--- src/rtl/sysu_gate_bank_dg.sv ---
// -----------------------------------------------------------------------------
// sysu_gate_bank_dg
//   Bank of CH gates with FANIN inputs each and a run-time selectable gate
//   function. Each gate output is registered and deglitched: it changes only
//   after the new gate result has been seen on STABLE+1 consecutive edges.
//   A one-cycle change flag accompanies each output update.
//
// Ports
//   CLK      in   1         rising-edge clock
//   RST_N    in   1         asynchronous reset, active low
//   MODE_WE  in   1         write strobe for MODE_IN
//   MODE_IN  in   3         gate function to load (6 and 7 are ignored)
//   MODE     out  3         current gate function
//   IN       in   CH*FANIN  gate inputs; channel i uses IN[i*FANIN +: FANIN]
//   Y        out  CH        deglitched registered gate outputs
//   CHG      out  CH        one-cycle pulse when Y[i] updates
// -----------------------------------------------------------------------------
module sysu_gate_bank_dg #(
  parameter int CH     = 3,
  parameter int FANIN  = 3,
  parameter int STABLE = 2
) (
  input  logic                  CLK,
  input  logic                  RST_N,
  input  logic                  MODE_WE,
  input  logic [2:0]            MODE_IN,
  output logic [2:0]            MODE,
  input  logic [CH*FANIN-1:0]   IN,
  output logic [CH-1:0]         Y,
  output logic [CH-1:0]         CHG
);

  localparam int CW = (STABLE < 1) ? 1 : $clog2(STABLE + 1);
  localparam logic [CW-1:0] STABLE_CNT = CW'(STABLE);

  typedef enum logic [2:0] {
    MODE_NAND = 3'd0,
    MODE_AND  = 3'd1,
    MODE_NOR  = 3'd2,
    MODE_OR   = 3'd3,
    MODE_XOR  = 3'd4,
    MODE_XNOR = 3'd5
  } gate_mode_e;

  gate_mode_e               mode_q, mode_d;
  logic [CH-1:0]            y_q, y_d;
  logic [CH-1:0]            chg_q, chg_d;
  logic [CH-1:0][CW-1:0]    cnt_q, cnt_d;

  logic [CH-1:0]            raw;
  logic [FANIN-1:0]         ch_in;
  logic                     mode_load;

  // Reserved encodings are dropped entirely, so the filter keeps running as
  // if no write had been attempted.
  assign mode_load = MODE_WE && (MODE_IN < 3'd6);

  // Gate function, evaluated with the registered mode.
  always_comb begin
    // NOTE: every variable written here gets a default first, so no path can
    // leave it unassigned and infer a latch.
    raw   = '0;
    ch_in = '0;
    for (int i = 0; i < CH; i++) begin
      ch_in = IN[i*FANIN +: FANIN];
      unique case (mode_q)
        MODE_NAND: raw[i] = ~(&ch_in);
        MODE_AND:  raw[i] =   &ch_in;
        MODE_NOR:  raw[i] = ~(|ch_in);
        MODE_OR:   raw[i] =   |ch_in;
        MODE_XOR:  raw[i] =   ^ch_in;
        MODE_XNOR: raw[i] = ~(^ch_in);
        default:   raw[i] = 1'b1;
      endcase
    end
  end

  // Next-state: a legal mode write restarts every filter and freezes Y for
  // that edge; otherwise each channel counts consecutive differing samples.
  always_comb begin
    mode_d = mode_q;
    y_d    = y_q;
    chg_d  = '0;
    cnt_d  = cnt_q;
    if (mode_load) begin
      mode_d = gate_mode_e'(MODE_IN);
      cnt_d  = '0;
    end else begin
      for (int i = 0; i < CH; i++) begin
        if (raw[i] == y_q[i]) begin
          cnt_d[i] = '0;
        end else if (cnt_q[i] == STABLE_CNT) begin
          y_d[i]   = raw[i];
          chg_d[i] = 1'b1;
          cnt_d[i] = '0;
        end else begin
          cnt_d[i] = cnt_q[i] + CW'(1);
        end
      end
    end
  end

  always_ff @(posedge CLK or negedge RST_N) begin
    if (!RST_N) begin
      mode_q <= MODE_NAND;
      y_q    <= '1;
      chg_q  <= '0;
      cnt_q  <= '0;
    end else begin
      // NOTE: non-blocking assignments so every flop samples pre-edge values.
      mode_q <= mode_d;
      y_q    <= y_d;
      chg_q  <= chg_d;
      cnt_q  <= cnt_d;
    end
  end

  assign MODE = mode_q;
  assign Y    = y_q;
  assign CHG  = chg_q;

endmodule

--- config.mk ---
export PLATFORM = sky130hd
export DESIGN_NAME = sysu_gate_bank_dg
export DESIGN_NICKNAME = d
export VERILOG_FILES = /design/src/rtl/sysu_gate_bank_dg.sv
export SDC_FILE = /design/constraint.sdc
export NUM_CORES = 1
export LEC_CHECK = 0
export CAP_MARGIN = 30
export CORE_MARGIN = 3
export CORE_UTILIZATION = 50
export CTS_CLUSTER_DIAMETER = 40
export DETAILED_ROUTE_END_ITERATION = 7
export PLACE_DENSITY = 0.84
export SLEW_MARGIN = 20
export SYNTH_ARGS = -nofsm -noshare
export SYNTH_HDL_FRONTEND = slang
export SYNTH_SLANG_ARGS = --single-unit
--- constraint.sdc ---
create_clock -name CLK -period 3.5 [get_ports CLK]
set_clock_uncertainty 0.15 [all_clocks]
set_input_delay 0.35 -clock CLK [delete_from_list [all_inputs] [get_ports CLK]]
set_output_delay 0.35 -clock CLK [all_outputs]
set_load 0.005 [all_outputs]
* Word level (Yosys, flattened, before mapping) *
Index checks and enable logic that the tools add are counted.

storage, ports and cells
  bits in registers = 15
  input port bits = 15
  output and inout port bits = 9
  logic and storage cells = 67

cells by class
  $add $sub $neg = 3
  order comparisons = 1
  eq/ne operators = 11
  muxes and demuxes = 17
  bitwise operators = 13
  reduce and logical (&&, ||, !) cells = 14

operators with widths
  cell                                                 count
  case mux 1 bit (6 select lines)                      3
  AND reduction 3 bit                                  6
  inverter 1 bit                                       13
  two-way mux 2 bit                                    6
  OR reduction 3 bit                                   3
  parity 3 bit                                         3
  adder 2 x 1 -> 2 bit, second input constant          3
  equality test 2 bit, second input constant           3
  equality test 3 x 2 -> 1 bit, second input constant  2
  equality test 3 bit, second input constant           2
  two-way mux 1 bit                                    6
  two-way mux 6 bit                                    1
  equality test 1 bit                                  3
  equality test 3 x 1 -> 1 bit, second input constant  1
  logical NOT 3 bit                                    1
  < comparator 3 bit, second input constant            1
  two-way mux 3 bit                                    1
  logical AND 1 bit                                    1

* Logic depth before layout (Yosys ltp) *
Gate-level depths: netlist of the first run.

  depth in word-level cells = 6
  depth in mapped cells = 6
  depth with buffers taken out = 6

* Least setup slack after synthesis of the first run *
Ideal clock, no wire load.

  kind = input to register
  start point = input port IN[3]
  end point = register cnt_q[2] (netlist name)
  library setup time = 121 ps
  data arrival time = 1590 ps
  required time = 3229 ps
  path slack = 1639 ps
  cell stages on the path = 6
  buffers on the path = 0
  cell sequence = inv_1 -> ha_1 -> nor2b_1 -> or4b_4 -> a31oi_2 -> and4bb_1

RTL lines
  what                  line  text
  start, declared       28    input logic [CH*FANIN-1:0] IN,
  end signal, assigned  114   cnt_q <= cnt_d;
  end, declared         48    logic [CH-1:0][CW-1:0] cnt_q, cnt_d;

==> results.sh, run 1 <==
export IMPL_status="completed"
export IMPL_postSynthCellCount=99
export IMPL_setup_violations_final=0
export IMPL_ys_top_cells_by_count="dfrtp_1, inv_1, nand2_1"
export IMPL_max_slew_worst_pin_slew_ps=684.3
export IMPL_synth_seq_area_share_pct=37.64
export IMPL_fin_tns_setup_ps=0
export IMPL_timing_fmax_ghz=0.4557
export IMPL_grt_pass1_vias=856
export IMPL_dp_hpwl_um=1636
export IMPL_rows=15
export IMPL_required_ps=3540
export IMPL_grt_usage_pct=18.61
export IMPL_start_util_pct=55.33
export IMPL_cts_buffers=3
export IMPL_synth_flop_cell="dfrtp_1"
export IMPL_num_io_pins=24
export IMPL_critPathCaptureType="register"
export IMPL_diodes=0
export IMPL_cp_start_kind="primary input"
export IMPL_clkLatencyLatePin_ps=290
export IMPL_ant_nets=0
export IMPL_viasPerCell=5.480
export IMPL_cts_root_buf="clkbuf_4"
export IMPL_drc=0
export IMPL_slew_headroom_pct=54.24
export IMPL_synth_area_sq_mm=0.001007
export IMPL_cts_resized=0
export IMPL_drt_initial_drc_count=11
export IMPL_synthToLayoutAreaGrowth_pct=27.95
export IMPL_hold_viol_final=0
export IMPL_yosysUniqueCellTypes=33
export IMPL_synth_most_common_cell="dfrtp_1"
export IMPL_dp_cells=146
export IMPL_dieWidth_um=50.88
export IMPL_synth_top_area_cell="dfrtp_1"
export IMPL_syn_num_nets=120
export IMPL_final_cells=150
export IMPL_antenna_found_initial=0
export IMPL_synth_edf_count=0
export IMPL_cellPowerDensity_mw_per_mm2=506.2
export IMPL_n_fill_cell=151
export IMPL_clkSlewWorstSetupHoldPaths_ps=90
export IMPL_yosysWarnings=0
export IMPL_cts_sinks=15
export IMPL_clock_path_buffers=2
export IMPL_h_tree_depth=1
export IMPL_maxCapViolations=0
export IMPL_drt_wl_total_um=2114
export IMPL_post_cts_buffers=0
export IMPL_grt_max_degree=16
export IMPL_p_leak_nw=0.6042
export IMPL_finalWeightedCongestion=0.7286
export IMPL_finalCritPeriodShare_pct=62.70
export IMPL_async_reset_ff_share_pct=100.0
export IMPL_worstPathArrival_ps=2230
export IMPL_core_sq_mm=0.001821
export IMPL_layout_min_cycle_time_ps=2194
export IMPL_drt_pass1_iterations=4
export IMPL_wire_per_inst_um=14.09
export IMPL_cp_max_fo=3
export IMPL_avgSynthCellArea_sq_um=10.17
export IMPL_drive_gt1_share_pct=11.20
export IMPL_grt_setup_unrepaired="no"
export IMPL_gr_total_overflow=0
export IMPL_die_h_um=50.88
export IMPL_cts_tree="built"
export IMPL_vias=822
export IMPL_ys_seq_elements=15
export IMPL_hold_buffers=0
export IMPL_vdd_drop_max_uv=345.7
export IMPL_finalMaxSlewViolations=0
export IMPL_holdCritPathClass="primary input to asynchronous set/reset pin"
export IMPL_grt_pass1_wl_um=3677
export IMPL_die_area_sq_mm=0.002589
export IMPL_synth_area_top_cells="dfrtp_1, dfstp_2, ha_1, mux2i_1, inv_1"
export IMPL_io_buffers=23
export IMPL_yosysTopAreaCellShare_pct=29.81
export IMPL_crit_type="primary input to register"
export IMPL_final_nets=147
[path summary, 6_finish.rpt]
| path | endpoint | slack, ps | cells past startpoint | start |
|---|---|---|---|---|
| setup reg to reg | CHG[2] | 1570 | 4 | MODE[0] |
| hold / removal | cnt_q[0] | 320 | 1 | RST_N |
| hold reg to reg | Y[2] | 410 | 2 | Y[2] |
| min in group CLK | Y[2] | 410 | 2 | Y[2] |
| max in group asynchronous | cnt_q[5] | 2450 | 1 | RST_N |
| setup / recovery | cnt_q[2] | 1310 | 7 | IN[3] |
[cell usage in the layout, fill, tap and decap left out, drive strengths merged]
| cell type | synthesis | routed |
|---|---|---|
| nand2 | 9 | 9 |
| clkbuf | 1 | 3 |
| a211oi | 1 | 1 |
| dfstp | 3 | 3 |
| and3b | 2 | 2 |
| ha | 6 | 6 |
| mux2 | 3 | 3 |
| xnor2 | 1 | 1 |
| nor3b | 3 | 3 |
| nand3b | 4 | 4 |
| mux2i | 7 | 7 |
| or4b | 1 | 1 |
| buf | 1 | 1 |
| a32o | 1 | 1 |
| inv | 9 | 9 |
| a221oi | 1 | 1 |
| nand2b | 4 | 4 |
| dfrtp | 12 | 12 |
| and4bb | 1 | 1 |
| nand3 | 3 | 3 |
| nor2b | 2 | 2 |
| o21ai | 4 | 4 |
| nor2 | 7 | 7 |
| xor3 | 1 | 1 |
| xnor3 | 1 | 1 |
| clkinv | 0 | 1 |
| a21oi | 4 | 4 |
| a21boi | 1 | 1 |
| nand4 | 1 | 1 |
| a31oi | 1 | 1 |
| a21o | 1 | 1 |
| clkdlybuf4s50 | 0 | 23 |
| and4b | 2 | 2 |
| o32a | 1 | 1 |
[state kept, by name (all words and copies together) (netlist names)]
name and count:
cnt_q 6, CHG 3, MODE 3, Y 3
[worst max-delay path, stage by stage]
cell	delay, ps
clkdlybuf4s50_1	480
inv_1	50
ha_1	190
nor2b_1	140
or4b_4	540
a31oi_2	240
and4bb_1	240
[logic make-up (layout without fill, tap and decap cells)]
kind of cell | Yosys count | after routing | share of synthesized area, %
AO/OA/AOI/OAI | 15 | 15 | 10.93
XOR/XNOR | 3 | 3 | 5.466
adder cells (fa/ha/maj) | 6 | 6 | 7.453
buffers and inverters | 11 | 37 | 4.844
flip-flops | 15 | 15 | 37.64
multiplexers | 10 | 10 | 10.31
AND/OR/NAND/NOR | 39 | 39 | 23.35
[cell type report]
type / instances / area [sq um] / area share (%)
multi-input combinational: 73 / 579.3 / 44.95
sequential: 15 / 379.1 / 29.42
timing repair buffer: 24 / 237.7 / 18.45
inverter: 9 / 33.78 / 2.621
tap: 25 / 31.28 / 2.427
clock buffer: 3 / 22.52 / 1.748
clock inverter: 1 / 5.005 / 0.3883
[through the flow]
stage	setup slack (ps)	power (mW)	cell area, sq um	utilization [%]	hold slack, ps
2_1_floorplan	1639	0.4458	1007	-	-95.59
3_3_place_gp	1085	0.5373	1261	69.28	382.3
3_5_place_dp	987.4	0.5552	1261	69.28	386.8
4_1_cts	1300	0.6583	1289	70.79	326.0
5_1_grt	1209	0.6980	1289	70.79	356.0
6_report	1306	0.6524	1289	70.79	316.8
[per-layer routing]
layer	GRT usage (%)	wire length, um
met1	21.01	893
met3	3.207	115
met5	0	0
met2	34.13	1070
met4	8.072	34
[where the power goes]
part	internal, mW	total (mW)	switching (mW)
sequential	0.235	0.295	0.0597
clock	0.0425	0.101	0.0584
combinational	0.156	0.257	0.101
Note: power is estimated with default switching activity, not from simulation.
==> inputs of run 2 (changes only) <==
--- a/config.mk
+++ b/config.mk
@@ -7,10 +7,10 @@
 export LEC_CHECK = 0
 export CAP_MARGIN = 30
 export CORE_MARGIN = 3
-export CORE_UTILIZATION = 50
+export CORE_UTILIZATION = 48
 export CTS_CLUSTER_DIAMETER = 40
 export DETAILED_ROUTE_END_ITERATION = 7
-export PLACE_DENSITY = 0.84
+export PLACE_DENSITY = 0.82
 export SLEW_MARGIN = 20
 export SYNTH_ARGS = -nofsm -noshare
 export SYNTH_HDL_FRONTEND = slang
==> constraint.sdc (replaced) <==
create_clock -name CLK -period 2.24 [get_ports CLK]
set_clock_uncertainty 0.15 [all_clocks]
set_input_delay 0.224 -clock CLK [delete_from_list [all_inputs] [get_ports CLK]]
set_output_delay 0.224 -clock CLK [all_outputs]
set_load 0.005 [all_outputs]
==> run 2 against run 1 <==
  * Non-clock buffer count up 2
  * Critical path depth unchanged
  * Via count down 2.4%
  * Combinational power up 58%
==> results.sh, run 2 (synthesized netlist as in run 1, its figures left out) <==
export IMPL_status="completed"
export IMPL_drc=0
export IMPL_final_cells=152
export IMPL_post_dp_cell_area_sq_mm=0.001276
export IMPL_crit_type="primary input to register"
export IMPL_grt_usage_pct=17.72
export IMPL_post_cts_buffers=0
export IMPL_drt_initial_drc_count=14
export IMPL_switching_share_pct=33.09
export IMPL_clkSlewWorstSetupHoldPaths_ps=90
export IMPL_cp_start_kind="primary input"
export IMPL_layout_min_cycle_time_ps=2027
export IMPL_clkLatencyLatePin_ps=290
export IMPL_grt_max_degree=16
export IMPL_h_tree_depth=1
export IMPL_largest_register_ffs=6
export IMPL_maxCapViolations=0
export IMPL_fin_util_pct=70.17
export IMPL_drive_gt1_share_pct=12.60
export IMPL_final_common_cell="clkdlybuf4s50_1"
export IMPL_fin_ws_ps=212.8
export IMPL_p_leak_nw=0.6133
export IMPL_finalWeightedCongestion=0.7907
export IMPL_vdd_drop_max_uv=705.3
export IMPL_finalMaxSlewViolations=0
export IMPL_share_comb_of_total_power_pct=39.7
export IMPL_dieWidth_um=51.81
export IMPL_critPathCaptureType="register"
export IMPL_setup_violations_final=0
export IMPL_core_sq_mm=0.001858
export IMPL_synthToLayoutAreaGrowth_pct=29.44
export IMPL_cellPowerDensity_mw_per_mm2=784.9
export IMPL_gr_total_overflow=0
export IMPL_final_cell_mix="clkdlybuf4s50_1, dfrtp_1, inv_1, nand2_1"
export IMPL_cts_buffers=3
export IMPL_hold_viol_final=0
export IMPL_die_h_um=51.81
export IMPL_rows=15
export IMPL_io_buffers=23
export IMPL_path_cells="clkdlybuf4s50_1 > inv_1 > ha_1 > nor2b_1 > or4b_4 > a31oi_2 > and4bb_1"
export IMPL_grt_setup_unrepaired="no"
export IMPL_wire_per_inst_um=12.66
export IMPL_grt_pass1_wl_um=3581
export IMPL_viasPerCell=5.276
export IMPL_final_nets=149
export IMPL_ant_nets=0
export IMPL_worstPathArrival_ps=2070
export IMPL_pre_cts_ws_ps=-76.96
export IMPL_holdCritPathClass="primary input to asynchronous set/reset pin"
export IMPL_num_io_pins=24
export IMPL_start_util_pct=54.21
export IMPL_max_slew_worst_pin_slew_ps=656.1
export IMPL_cts_tree="built"
export IMPL_die_area_sq_mm=0.002684
export IMPL_internal_power_uw=684.7
export IMPL_dp_hpwl_um=1475
export IMPL_grt_pass1_vias=824
export IMPL_final_area_sq_mm=0.001304
export IMPL_finalCritPeriodShare_pct=90.50
export IMPL_pwr_share_clk_pct=15.7
export IMPL_drt_pass1_iterations=5
export IMPL_antenna_found_initial=0
export IMPL_cts_resized=0
export IMPL_clock_path_buffers=2
export IMPL_cts_sinks=15
export IMPL_critPathSlowestCell="or4b_4"
export IMPL_slew_headroom_pct=56.12
export IMPL_switchingPower_uw=338.6
export IMPL_drt_wl_total_um=1924
export IMPL_timing_fmax_ghz=0.4933
export IMPL_cp_slowest_stage_delay_ps=520
export IMPL_dp_cells=148
export IMPL_top_register="cnt_q"
export IMPL_pwr_share_seq_pct=44.6
export IMPL_cp_max_fo=3
export IMPL_hold_buffers=0
export IMPL_vias=802
export IMPL_cts_root_buf="clkbuf_4"
export IMPL_diodes=0
export IMPL_fin_hold_ws_ps=175.6
export IMPL_required_ps=2280
==> run 2: layout make-up <==
cell class	instances	area, sq um
clock buffers	3	22.52
clock inverters	1	5.005
fillers	144	554.3
inverters	9	33.78
multi-input cells	73	579.3
flip-flops and latches	15	379.1
well taps	25	31.28
repair buffers	26	252.7
==> run 2: layer usage <==
metal  track usage, %  vias up  share of wire [%]  wire, um
li1                 -      407                  -         -
met1            20.91      373                 44       842
met2            31.57       19                 50       966
met3            5.158        3                5.0        96
met4            3.930        0               0.99        19
met5                0        -                  0         0
==> run 2: worst paths after layout <==
kind                                  from        to  slack, ps  cells past startpoint
worst min-delay path                 RST_N    CHG[0]        180                      1
max in group asynchronous            RST_N  cnt_q[4]       1350                      1
worst max-delay path                 IN[3]  cnt_q[2]        210                      7
min in group CLK                MODE_IN[2]   MODE[2]        350                      3
worst max register to register     MODE[0]  cnt_q[2]        360                      4
worst min register to register        Y[0]    CHG[0]        400                      2
==> run 2: power by group through the flow <==
stage          clock, mW  combinational, mW  sequential (mW)
4_1_cts            0.168              0.412            0.456
3_5_place_dp           0              0.410            0.460
2_1_floorplan          0              0.256            0.441
5_1_grt            0.173              0.454            0.477
3_3_place_gp           0              0.395            0.454
6_report           0.161              0.406            0.456
==> run 2: worst max-delay path: cells and delay by family <==
| kind | cells | cell delay [ps] |
|---|---|---|
| buf+inv | 2 | 530 |
| fa+ha+maj | 1 | 190 |
| simple gates | 3 | 900 |
| compound gates | 1 | 220 |
==> run 2: per-stage QoR <==
stage / setup TNS [ps] / power, mW
5_1_grt: 0 / 1.104
6_report: 0 / 1.023
2_1_floorplan: 0 / 0.6965
3_3_place_gp: -71.05 / 0.8490
4_1_cts: 0 / 1.035
3_5_place_dp: -249.6 / 0.8699
==> inputs of run 3 (changes only) <==
--- a/config.mk
+++ b/config.mk
@@ -5,12 +5,13 @@
 export SDC_FILE = /design/constraint.sdc
 export NUM_CORES = 1
 export LEC_CHECK = 0
+export ABC_AREA = 1
 export CAP_MARGIN = 30
 export CORE_MARGIN = 3
-export CORE_UTILIZATION = 48
+export CORE_UTILIZATION = 50
 export CTS_CLUSTER_DIAMETER = 40
 export DETAILED_ROUTE_END_ITERATION = 7
-export PLACE_DENSITY = 0.82
+export PLACE_DENSITY = 0.81
 export SLEW_MARGIN = 20
 export SYNTH_ARGS = -nofsm -noshare
 export SYNTH_HDL_FRONTEND = slang
==> run 3 against run 2 <==
  * Sequential power rose by 0.9%
  * Combinational power rose by 34%
  * Cell area rose by 19%
  * Routed wire length rose by 49%
  * Non-clock buffer count fell by 2
  * Cell count rose by 64%
  * Clock power barely moved
  * Worst setup slack improved by 200 ps
  * Sequential share of layout area fell by 4.7 points
  * Flip-flop and latch count did not move
  * Critical path type unchanged
  * Largest cell class unchanged
==> results.sh, run 3 <==
export IMPL_switchingPower_uw=473.2
export IMPL_cts_sinks=15
export IMPL_fin_tns_setup_ps=0
export IMPL_regToRegSetupSlack_ps=560
export IMPL_gr_total_overflow=0
export IMPL_cts_buffers=3
export IMPL_crit_type="primary input to register"
export IMPL_cts_tree="built"
export IMPL_grt_setup_unrepaired="no"
export IMPL_wire_per_inst_um=11.45
export IMPL_maxCapViolations=0
export IMPL_share_comb_of_total_power_pct=46.7
export IMPL_grt_max_degree=16
export IMPL_crit_end="cnt_q[0]"
export IMPL_total_power_mw=1.165
export IMPL_startpoint="IN[0]"
export IMPL_ys_seq_elements=15
export IMPL_vias=1256
export IMPL_h_tree_depth=1
export IMPL_cts_resized=0
export IMPL_clkSlewWorstSetupHoldPaths_ps=90
export IMPL_critPathCaptureType="register"
export IMPL_dieWidth_um=56.47
export IMPL_synth_seq_area_share_pct=29.76
export IMPL_diodes=0
export IMPL_synth_flop_cell="dfrtp_1"
export IMPL_grt_usage_pct=19.28
export IMPL_finalWeightedCongestion=0.7867
export IMPL_required_ps=2250
export IMPL_clock_path_buffers=2
export IMPL_final_nets=244
export IMPL_pwr_share_seq_pct=39.5
export IMPL_synth_area_sq_mm=0.001274
export IMPL_rows=17
export IMPL_pre_cts_ws_ps=105.9
export IMPL_yosysTopAreaCellShare_pct=23.58
export IMPL_final_area_sq_mm=0.001553
export IMPL_drt_pass1_iterations=4
export IMPL_die_h_um=56.47
export IMPL_synth_xor_area_share_pct=0
export IMPL_synthToLayoutAreaGrowth_pct=21.91
export IMPL_cp_start_kind="primary input"
export IMPL_pwr_share_clk_pct=13.9
export IMPL_reg2reg_depth=10
export IMPL_post_cts_buffers=0
export IMPL_synth_compound_area_share_pct=3.045
export IMPL_core_sq_mm=0.002318
export IMPL_synth_edf_count=0
export IMPL_vdd_drop_max_uv=646.6
export IMPL_synthSimpleGateAreaFrac_pct=48.92
export IMPL_yosysUniqueCellTypes=22
export IMPL_synth_area_top_cells="dfrtp_1, nand2_1, inv_1, nor2_1, dfstp_2"
export IMPL_ant_nets=0
export IMPL_switching_share_pct=40.62
export IMPL_postSynthCellCount=197
export IMPL_clkLatencyLatePin_ps=290
export IMPL_final_cells=250
export IMPL_fin_ws_ps=416.6
export IMPL_die_area_sq_mm=0.003189
export IMPL_cts_root_buf="clkbuf_4"
export IMPL_layout_min_cycle_time_ps=1823
export IMPL_ys_top_cells_by_count="nand2_1, inv_1, nor2_1"
export IMPL_drive_gt1_share_pct=15.77
export IMPL_grt_pass1_wl_um=5030
export IMPL_muxShareOfSynthArea_pct=0
export IMPL_n_fill_cell=201
export IMPL_hold_buffers=0
export IMPL_holdCritPathClass="primary input to asynchronous set/reset pin"
export IMPL_slew_headroom_pct=53.44
export IMPL_dp_hpwl_um=2299
export IMPL_top_register="cnt_q"
export IMPL_final_common_cell="nand2_1"
export IMPL_post_dp_cell_area_sq_mm=0.001526
export IMPL_worstPathArrival_ps=1840
export IMPL_synth_top_area_cell="dfrtp_1"
export IMPL_drt_wl_total_um=2863
export IMPL_async_reset_ff_share_pct=100.0
export IMPL_final_cell_mix="nand2_1, inv_1, nor2_1"
export IMPL_r2r_end="cnt_q[5]"
export IMPL_cp_max_fo=3
export IMPL_setup_violations_final=0
export IMPL_fin_hold_ws_ps=197.8
export IMPL_synth_most_common_cell="nand2_1"
export IMPL_finalCritPeriodShare_pct=81.40
export IMPL_synth_adder_area_share_pct=5.894
export IMPL_yosysWarnings=0
export IMPL_drt_initial_drc_count=25
export IMPL_antenna_found_initial=0
export IMPL_grt_pass1_vias=1258
export IMPL_avgSynthCellArea_sq_um=6.466
export IMPL_viasPerCell=5.024
export IMPL_io_buffers=23
export IMPL_timing_fmax_ghz=0.5484
export IMPL_drc=0
export IMPL_syn_num_nets=218
export IMPL_dp_cells=246
export IMPL_hold_viol_final=0
export IMPL_r2r_start="MODE[1]"
export IMPL_start_util_pct=54.94
export IMPL_synth_top_family_by_area="simple AND/OR/NAND/NOR gates"
export IMPL_finalMaxSlewViolations=0
export IMPL_largest_register_ffs=6
export IMPL_num_io_pins=24
export IMPL_status="completed"
export IMPL_p_leak_nw=0.8800
export IMPL_fin_util_pct=66.97
export IMPL_cellPowerDensity_mw_per_mm2=750.1
export IMPL_internal_power_uw=691.6
export IMPL_max_slew_worst_pin_slew_ps=696.3
run 3: cells by family after synthesis:
family | count (synthesis)
flip-flops | 15
buffers and inverters | 39
AND/OR/NAND/NOR | 130
AO/OA/AOI/OAI | 7
adder cells (fa/ha/maj) | 6
run 3: final cells by class:
type / instances / area (sq um) / share of cell area [%]
Multi-Input combinational cell: 143 / 737.0 / 47.46
Sequential cell: 15 / 379.1 / 24.42
Clock buffer: 4 / 26.28 / 1.692
Timing Repair Buffer: 24 / 237.7 / 15.31
Tap cell: 28 / 35.03 / 2.256
Inverter: 36 / 137.6 / 8.864
run 3: critical path, stage by stage:
cell and delay (ps):
clkdlybuf4s50_1 490, inv_1 60, ha_1 320, inv_1 80, nand2_1 50, nand2_1 90
nand2_1 50, nand2_1 60, nand2_1 50, nor2_1 130, nand2_1 100, nand2_2 90
nor3_2 40
run 3: worst min-delay path by stage:
stage / from / end / slack [ps]
5_1_grt: RST_N / CHG[1] / 250
6_report: RST_N / cnt_q[2] / 200
3_5_place_dp: cnt_q[5] / cnt_q[4] / 360
2_1_floorplan: RST_N / CHG[0] / -220
4_1_cts: RST_N / cnt_q[2] / 220
3_3_place_gp: cnt_q[5] / cnt_q[4] / 350
run 3: power groups by stage:
stage | combinational [mW] | sequential (mW) | clock [mW]
CTS | 0.547 | 0.459 | 0.161
floorplan | 0.369 | 0.447 | 0
global route | 0.610 | 0.473 | 0.173
finish | 0.544 | 0.460 | 0.161
detailed placement | 0.541 | 0.465 | 0
global placement | 0.517 | 0.455 | 0
run 3: metal layers:
layer	share of wire (%)	vias up	global-route usage [%]
li1	-	652	-
met1	43	572	22.90
met2	52	25	35.48
met3	4.5	7	3.908
met4	0.94	0	3.729
met5	0	-	0
